**src/rtl/lab4_pkg.sv**
```systemverilog
// Shared types and constants for the minterm sweeper: FSM state encoding
// and the default function width.
package lab4_pkg;

  localparam int N_VARS_DEF = 11;
  localparam int MAX_INDEX  = (1 << N_VARS_DEF) - 1;

  typedef enum logic [1:0] {
    IDLE  = 2'd0,
    SWEEP = 2'd1,
    FLUSH = 2'd2,
    DONE  = 2'd3
  } state_e;

endpackage

```
**src/rtl/minterm_fifo.sv**
```systemverilog
// Small synchronous FIFO buffering true-minterm indices between the sweep
// and the downstream valid/ready consumer. Head entry is visible on rd_data.
module minterm_fifo #(
  parameter int WIDTH = 11,
  parameter int DEPTH = 4
) (
  input  logic                     clk,
  input  logic                     rst,
  input  logic                     push,
  input  logic [WIDTH-1:0]         wr_data,
  input  logic                     pop,
  output logic [WIDTH-1:0]         rd_data,
  output logic                     full,
  output logic                     empty,
  output logic [$clog2(DEPTH):0]   occupancy
);

  localparam int AW = $clog2(DEPTH);

  logic [DEPTH-1:0][WIDTH-1:0] mem_q, mem_d;
  logic [AW-1:0]               wr_ptr_q, wr_ptr_d;
  logic [AW-1:0]               rd_ptr_q, rd_ptr_d;
  logic [AW:0]                 occ_q, occ_d;
  logic                        do_push, do_pop;

  assign full      = (occ_q == (AW+1)'(DEPTH));
  assign empty     = (occ_q == '0);
  assign occupancy = occ_q;
  // Drive zero while empty so an idle stream never shows stale indices.
  assign rd_data   = empty ? '0 : mem_q[rd_ptr_q];

  assign do_push = push & ~full;
  assign do_pop  = pop & ~empty;

  always_comb begin
    mem_d    = mem_q;
    wr_ptr_d = wr_ptr_q;
    rd_ptr_d = rd_ptr_q;
    occ_d    = occ_q;
    if (do_push) begin
      mem_d[wr_ptr_q] = wr_data;
      wr_ptr_d        = wr_ptr_q + AW'(1);
    end
    if (do_pop) rd_ptr_d = rd_ptr_q + AW'(1);
    case ({do_push, do_pop})
      2'b10:   occ_d = occ_q + (AW+1)'(1);
      2'b01:   occ_d = occ_q - (AW+1)'(1);
      default: occ_d = occ_q;
    endcase
  end

  always_ff @(posedge clk or posedge rst) begin
    if (rst) begin
      mem_q    <= '0;
      wr_ptr_q <= '0;
      rd_ptr_q <= '0;
      occ_q    <= '0;
    end else begin
      mem_q    <= mem_d;
      wr_ptr_q <= wr_ptr_d;
      rd_ptr_q <= rd_ptr_d;
      occ_q    <= occ_d;
    end
  end

endmodule

```
**src/rtl/minterm_sweeper.sv**
```systemverilog
// Walks every input combination of a combinational function, queues the
// indices where it is true and streams them out over valid/ready.
module minterm_sweeper
  import lab4_pkg::*;
#(
  parameter int N_VARS     = N_VARS_DEF,
  parameter int FIFO_DEPTH = 4
) (
  input  logic              clk,
  input  logic              rst,
  input  logic              start,
  output logic [N_VARS-1:0] vars,
  input  logic              func_in,
  output logic              m_valid,
  input  logic              m_ready,
  output logic [N_VARS-1:0] m_index,
  output logic [N_VARS:0]   count,
  output logic              busy,
  output logic              done
);

  localparam int               OW       = $clog2(FIFO_DEPTH) + 1;
  localparam logic [N_VARS-1:0] LAST_IDX = '1;

  state_e              state_q, state_d;
  logic [N_VARS-1:0]   vars_q, vars_d;
  logic [N_VARS:0]     count_q, count_d;
  logic                push, pop;
  logic                fifo_full, fifo_empty;
  logic [OW-1:0]       occ;

  assign pop     = m_valid & m_ready;
  assign m_valid = ~fifo_empty;
  assign vars    = vars_q;
  assign count   = count_q;
  assign busy    = (state_q == SWEEP) || (state_q == FLUSH);
  assign done    = (state_q == DONE);

  always_comb begin
    state_d = state_q;
    vars_d  = vars_q;
    count_d = count_q;
    push    = 1'b0;
    case (state_q)
      IDLE, DONE: begin
        if (start) begin
          state_d = SWEEP;
          vars_d  = '0;
          count_d = '0;
        end
      end
      SWEEP: begin
        // Stall uses registered fullness; a pop this cycle frees space only next cycle.
        if (!(func_in && fifo_full)) begin
          push = func_in;
          if (func_in) count_d = count_q + (N_VARS+1)'(1);
          if (vars_q == LAST_IDX) state_d = FLUSH;
          else                    vars_d  = vars_q + N_VARS'(1);
        end
      end
      FLUSH: begin
        if (occ == '0 || (occ == OW'(1) && pop)) state_d = DONE;
      end
      default: state_d = IDLE;
    endcase
  end

  always_ff @(posedge clk or posedge rst) begin
    if (rst) begin
      state_q <= IDLE;
      vars_q  <= '0;
      count_q <= '0;
    end else begin
      state_q <= state_d;
      vars_q  <= vars_d;
      count_q <= count_d;
    end
  end

  minterm_fifo #(
    .WIDTH (N_VARS),
    .DEPTH (FIFO_DEPTH)
  ) u_fifo (
    .clk       (clk),
    .rst       (rst),
    .push      (push),
    .wr_data   (vars_q),
    .pop       (pop),
    .rd_data   (m_index),
    .full      (fifo_full),
    .empty     (fifo_empty),
    .occupancy (occ)
  );

endmodule

```
**config.mk**
```make
export PLATFORM = sky130hd
export DESIGN_NAME = minterm_sweeper
export DESIGN_NICKNAME = d
export VERILOG_FILES = /design/src/rtl/lab4_pkg.sv /design/src/rtl/minterm_fifo.sv /design/src/rtl/minterm_sweeper.sv
export SDC_FILE = /design/constraint.sdc
export NUM_CORES = 1
export LEC_CHECK = 0
export ABC_CLOCK_PERIOD_IN_PS = 2830
export CORE_MARGIN = 5
export CORE_UTILIZATION = 55
export CTS_CLUSTER_DIAMETER = 40
export DETAILED_ROUTE_END_ITERATION = 10
export PLACE_DENSITY = 0.83
export SLEW_MARGIN = 20
export SYNTH_ARGS = -nofsm -noshare
export SYNTH_HDL_FRONTEND = slang
export SYNTH_HIERARCHICAL = 1
export SYNTH_SLANG_ARGS = --single-unit
export TNS_END_PERCENT = 20
```
**constraint.sdc**
```tcl
create_clock -name clk -period 2.83 [get_ports clk]
set_input_delay 0.566 -clock clk [delete_from_list [all_inputs] [get_ports clk]]
set_output_delay 0.566 -clock clk [all_outputs]
set_load 0.05 [all_outputs]
```
==> flow_summary_export.csv <==
group,metric,value,unit
status,status,"finished clean",
worst_setup_path,cp_max_fo,4,
worst_setup_path,cp-start-kind,"flop",
worst_setup_path,cpLargestDelayFamily,"buffers and inverters",
worst_setup_path,max_stage_delay,800,ps
global_routing,grt_use_total,0.2055,
floorplanning,row_count,30,
yosys,postSynth.asyncResetShare,1.000,
power_and_ir_drop,leakagePower,2.187,nW
clock_tree,root_buffer,"clkbuf_8",
clock_tree,cts.repair.resized,0,
sta,max_freq,379.3,MHz
clock_tree,cts_tree,"built",
sta,hold_viol_final,0,
yosys,yosysSeqAreaShare,0.4905,
clock_tree,post_cts_buffers,0,
yosys,syn_area,3877,µm²
clock_tree,cts.clk_slew.worst_paths,80,ps
clock_tree,htreeDepth,3,
sta,setup_tns,0,ps
detailed_routing,routed_via_density,5.728,
floorplanning,fp.dieW,93.97,µm
sta,fin_crit_sh,0.9315,
yosys,syn_nets,333,
global_routing,grt_antenna_before_repair,0,
yosys,yosysUniqueCellTypes,49,
global_routing,overflow,0,
floorplanning,die_h,93.97,µm
worst_setup_path,critical_path_arrival,2070,ps
worst_setup_path,cp.buffers_inverters,3,
sta,max-slew-margin-rel,0.4627,
floorplanning,core-area,6832,µm²
worst_setup_path,timing.rr.end,"u_fifo/occupancy[2]$_DFFE_PP0P_",
clock_tree,worstSkewPairLatency,350,ps
worst_setup_path,regToRegSetupSlack,510,ps
clock_tree,cts-hold-fix-buffers,0,
sta,rsz0062_at_grt,"no",
layout,design_area,4644,µm²
sta,setup_viol,0,
power_and_ir_drop,clkPwrFrac,0.194,
placement,io_buffers,41,
hold_path,hold_path_depth,1,
power_and_ir_drop,combPwrFrac,0.447,
detailed_routing,finalWirelength,8286,µm
detailed_routing,dr.pass1.iters,4,
worst_setup_path,rr_worst_depth,9,
global_routing,grt_max_degree,52,
placement,placed_area,4439,µm²
yosys,ys_warn_count,6,
floorplanning,fp.dieArea,8829,µm²
floorplanning,io_pins,42,
placement,gp_congestion,0.8109,
clock_tree,numCtsBuffers,9,
global_routing,grt_pass1_vias,2851,
power_and_ir_drop,intPower,0.002685,W
sta,fin_crit,2636,ps
detailed_routing,drcViolationCount,0,
detailed_routing,vias,2721,
job,maxCapViolations,0,
hold_path,min-delay-start,"u_fifo/mem_q[33]$_DFFE_PP0P_",
worst_setup_path,worstSetupPathType,"flop to output port",
power_and_ir_drop,swShare,0.4084,
clock_tree,cts_sinks,76,
sta,slew_viol_final,0,
detailed_routing,first_iter_violations,156,
worst_setup_path,cp-end-kind,"output port",
yosys,synth_edf_count,0,
detailed_routing,ant_nets,0,
hold_path,hold_path_end,"u_fifo/mem_q[33]$_DFFE_PP0P_",
layout,num_antenna_cells,0,
worst_setup_path,cp.required,2260,ps
placement,hpwl,5736,µm
sta,finClkSkew,9.635,ps
yosys,synth-main-ff-cell,"dfrtp_1",
global_routing,grt_pass1_wl,13900,µm
yosys,synth_cells,316,
yosys,synth-seq-cells,76,
power_and_ir_drop,total_power,0.004539,W
power_and_ir_drop,p_per_area,977.3,nW/µm²
worst_setup_path,path_cells,"inv_1, ha_1, inv_1, clkdlybuf4s50_1",
sta,worstMarginPinSlew,799.3,ps
worst_setup_path,reg2reg_from,"u_fifo/occupancy[0]$_DFFE_PP0P_",
power_and_ir_drop,p_sw,0.001854,W
detailed_routing,wl_per_cell,17.44,µm
layout,drive_gt1_frac,0.2902,
clock_tree,clk_path_buf_depth,2,
layout,final_nets,392,
power_and_ir_drop,p_seq_frac,0.359,
hold_path,hp-class,"flop to flop",
worst_setup_path,slowest_stage,"clkdlybuf4s50_1",
yosys,synth_area_per_cell,12.27,µm²
worst_setup_path,crit_top_cell,"inv_1",
layout,area_growth,19.78,%
floorplanning,initial_core_util,0.5676,
power_and_ir_drop,peakVddDrop,681.8,µV
## synth_stat cells, drive strengths merged, types with 2 or more instances
library cell	n	area, µm²
or3	4	25.02
o311ai	2	17.52
xor2	4	35.03
nor3	2	10.01
mux2	46	518.0
mux2i	6	60.06
buf	8	66.31
nand3	11	60.06
a21oi	8	40.04
o211ai	3	22.52
nor2b	14	87.58
mux4	11	247.7
nor4	3	25.02
a211o	3	26.28
and3	6	37.54
nand2	22	82.58
a211oi	2	15.01
a21o	3	22.52
dfrtp	76	1902
or4	4	33.78
clkbuf	2	7.510
nand2b	4	25.02
inv	16	60.06
or2	2	12.51
nor2	14	52.55
o21ai	8	40.04
xnor2	4	35.03
o31ai	2	15.01
ha	11	137.6
## per-layer routing
metal / global-route usage / up-vias / wire [µm]
met5: 0 / - / 0
met2: 0.3353 / 62 / 4108
li1: - / 1256 / -
met1: 0.2636 / 1381 / 3621
met4: 0.09507 / 0 / 293
met3: 0.04087 / 22 / 263
## worst max path at each step
stage / from / to / slack [ps] / cells after the start
finish: state_q[0]$_DFFE_PP0P_ / busy / 190 / 4
detailed placement: m_ready / u_fifo/occupancy[2]$_DFFE_PP0P_ / 190 / 9
CTS: state_q[0]$_DFFE_PP0P_ / busy / 180 / 4
global placement: m_ready / u_fifo/occupancy[2]$_DFFE_PP0P_ / 270 / 9
floorplan: state_q[1]$_DFFE_PP0P_ / u_fifo/occupancy[2]$_DFFE_PP0P_ / 410 / 13
global route: state_q[0]$_DFFE_PP0P_ / busy / 100 / 4
## registers in the layout, summed over array words and instances (netlist names)
signal            flops
vars                 11
count                12
u_fifo/wr_ptr_q       2
u_fifo/occupancy      3
state_q               2
u_fifo/mem_q         44
u_fifo/rd_ptr_q       2
## kinds of logic (layout without fill, tap and decap cells)
kind of cell               Yosys count  after routing  synth area share
AOI/OAI and AO/OA                   41             41           0.07648
and+or+nand+nor                     90             90            0.1268
xor gates and xnor gates             8              8           0.01807
buffers and inverters               26             89           0.03453
DFF                                 76             76            0.4905
muxes                               63             63            0.2130
adders and majority gates           12             12           0.04066
## per-stage QoR
stage                     std cells  utilization  hold WS [ps]  setup WS, ps
after global routing            475       0.6799         523.6         103.4
after global placement          460       0.6498         484.5         270.5
after floorplan                 316            -         475.1         409.5
final                           475       0.6799         506.7         193.9
after CTS                       475       0.6799         509.1         180.2
after detailed placement        460       0.6498         491.2         188.4
## worst register-to-register path: stages (launching register included)
cell and delay (ps):
dfrtp_1 470, nor3b_4 410, nor2_1 120, nand2b_1 180, ha_1 210, inv_1 60, fa_1 380, xor2_1 160
nor2_1 110, xor2_1 140
## area by class of cell
class                   count  area [µm²]
clock buffers              10       127.6
multi-input cells         214        1847
well taps                  96       120.1
inverters                  16       60.06
flip-flops and latches     76        1902
clock inverters             5       77.57
repair buffers             58       510.5
fillers                   498        2187
## cells in the final DEF, fill, tap and decap left out, types with 2 or more instances in the layout
cell              n
ha_1             11
nand2_1          22
o21ai_0           8
a211o_1           3
mux2i_1           6
nor2_1           14
or3_1             4
or2_2             2
nor4_1            2
nand3_1          10
dfrtp_1          76
mux2_2           46
nand2b_1          4
a21oi_1           8
a21o_1            3
clkbuf_8          9
inv_1            15
clkinv_2          2
a211oi_1          2
nor2b_1          14
xor2_1            4
xnor2_1           4
o31ai_1           2
bufinv_16         2
and3_1            6
clkdlybuf4s50_1  30
buf_4            28
o311ai_0          2
o211ai_1          3
or4_1             3
mux4_2           11
## power by group through the flow
stage | Sequential (W) | Combinational (W) | Clock [W]
after floorplan | 0.00170 | 0.00136 | 0
final | 0.00163 | 0.00203 | 0.000881
after global placement | 0.00163 | 0.00196 | 0
after global routing | 0.00168 | 0.00218 | 0.000957
after CTS | 0.00163 | 0.00203 | 0.000898
after detailed placement | 0.00165 | 0.00201 | 0
Power figures use the tool's default switching activity.
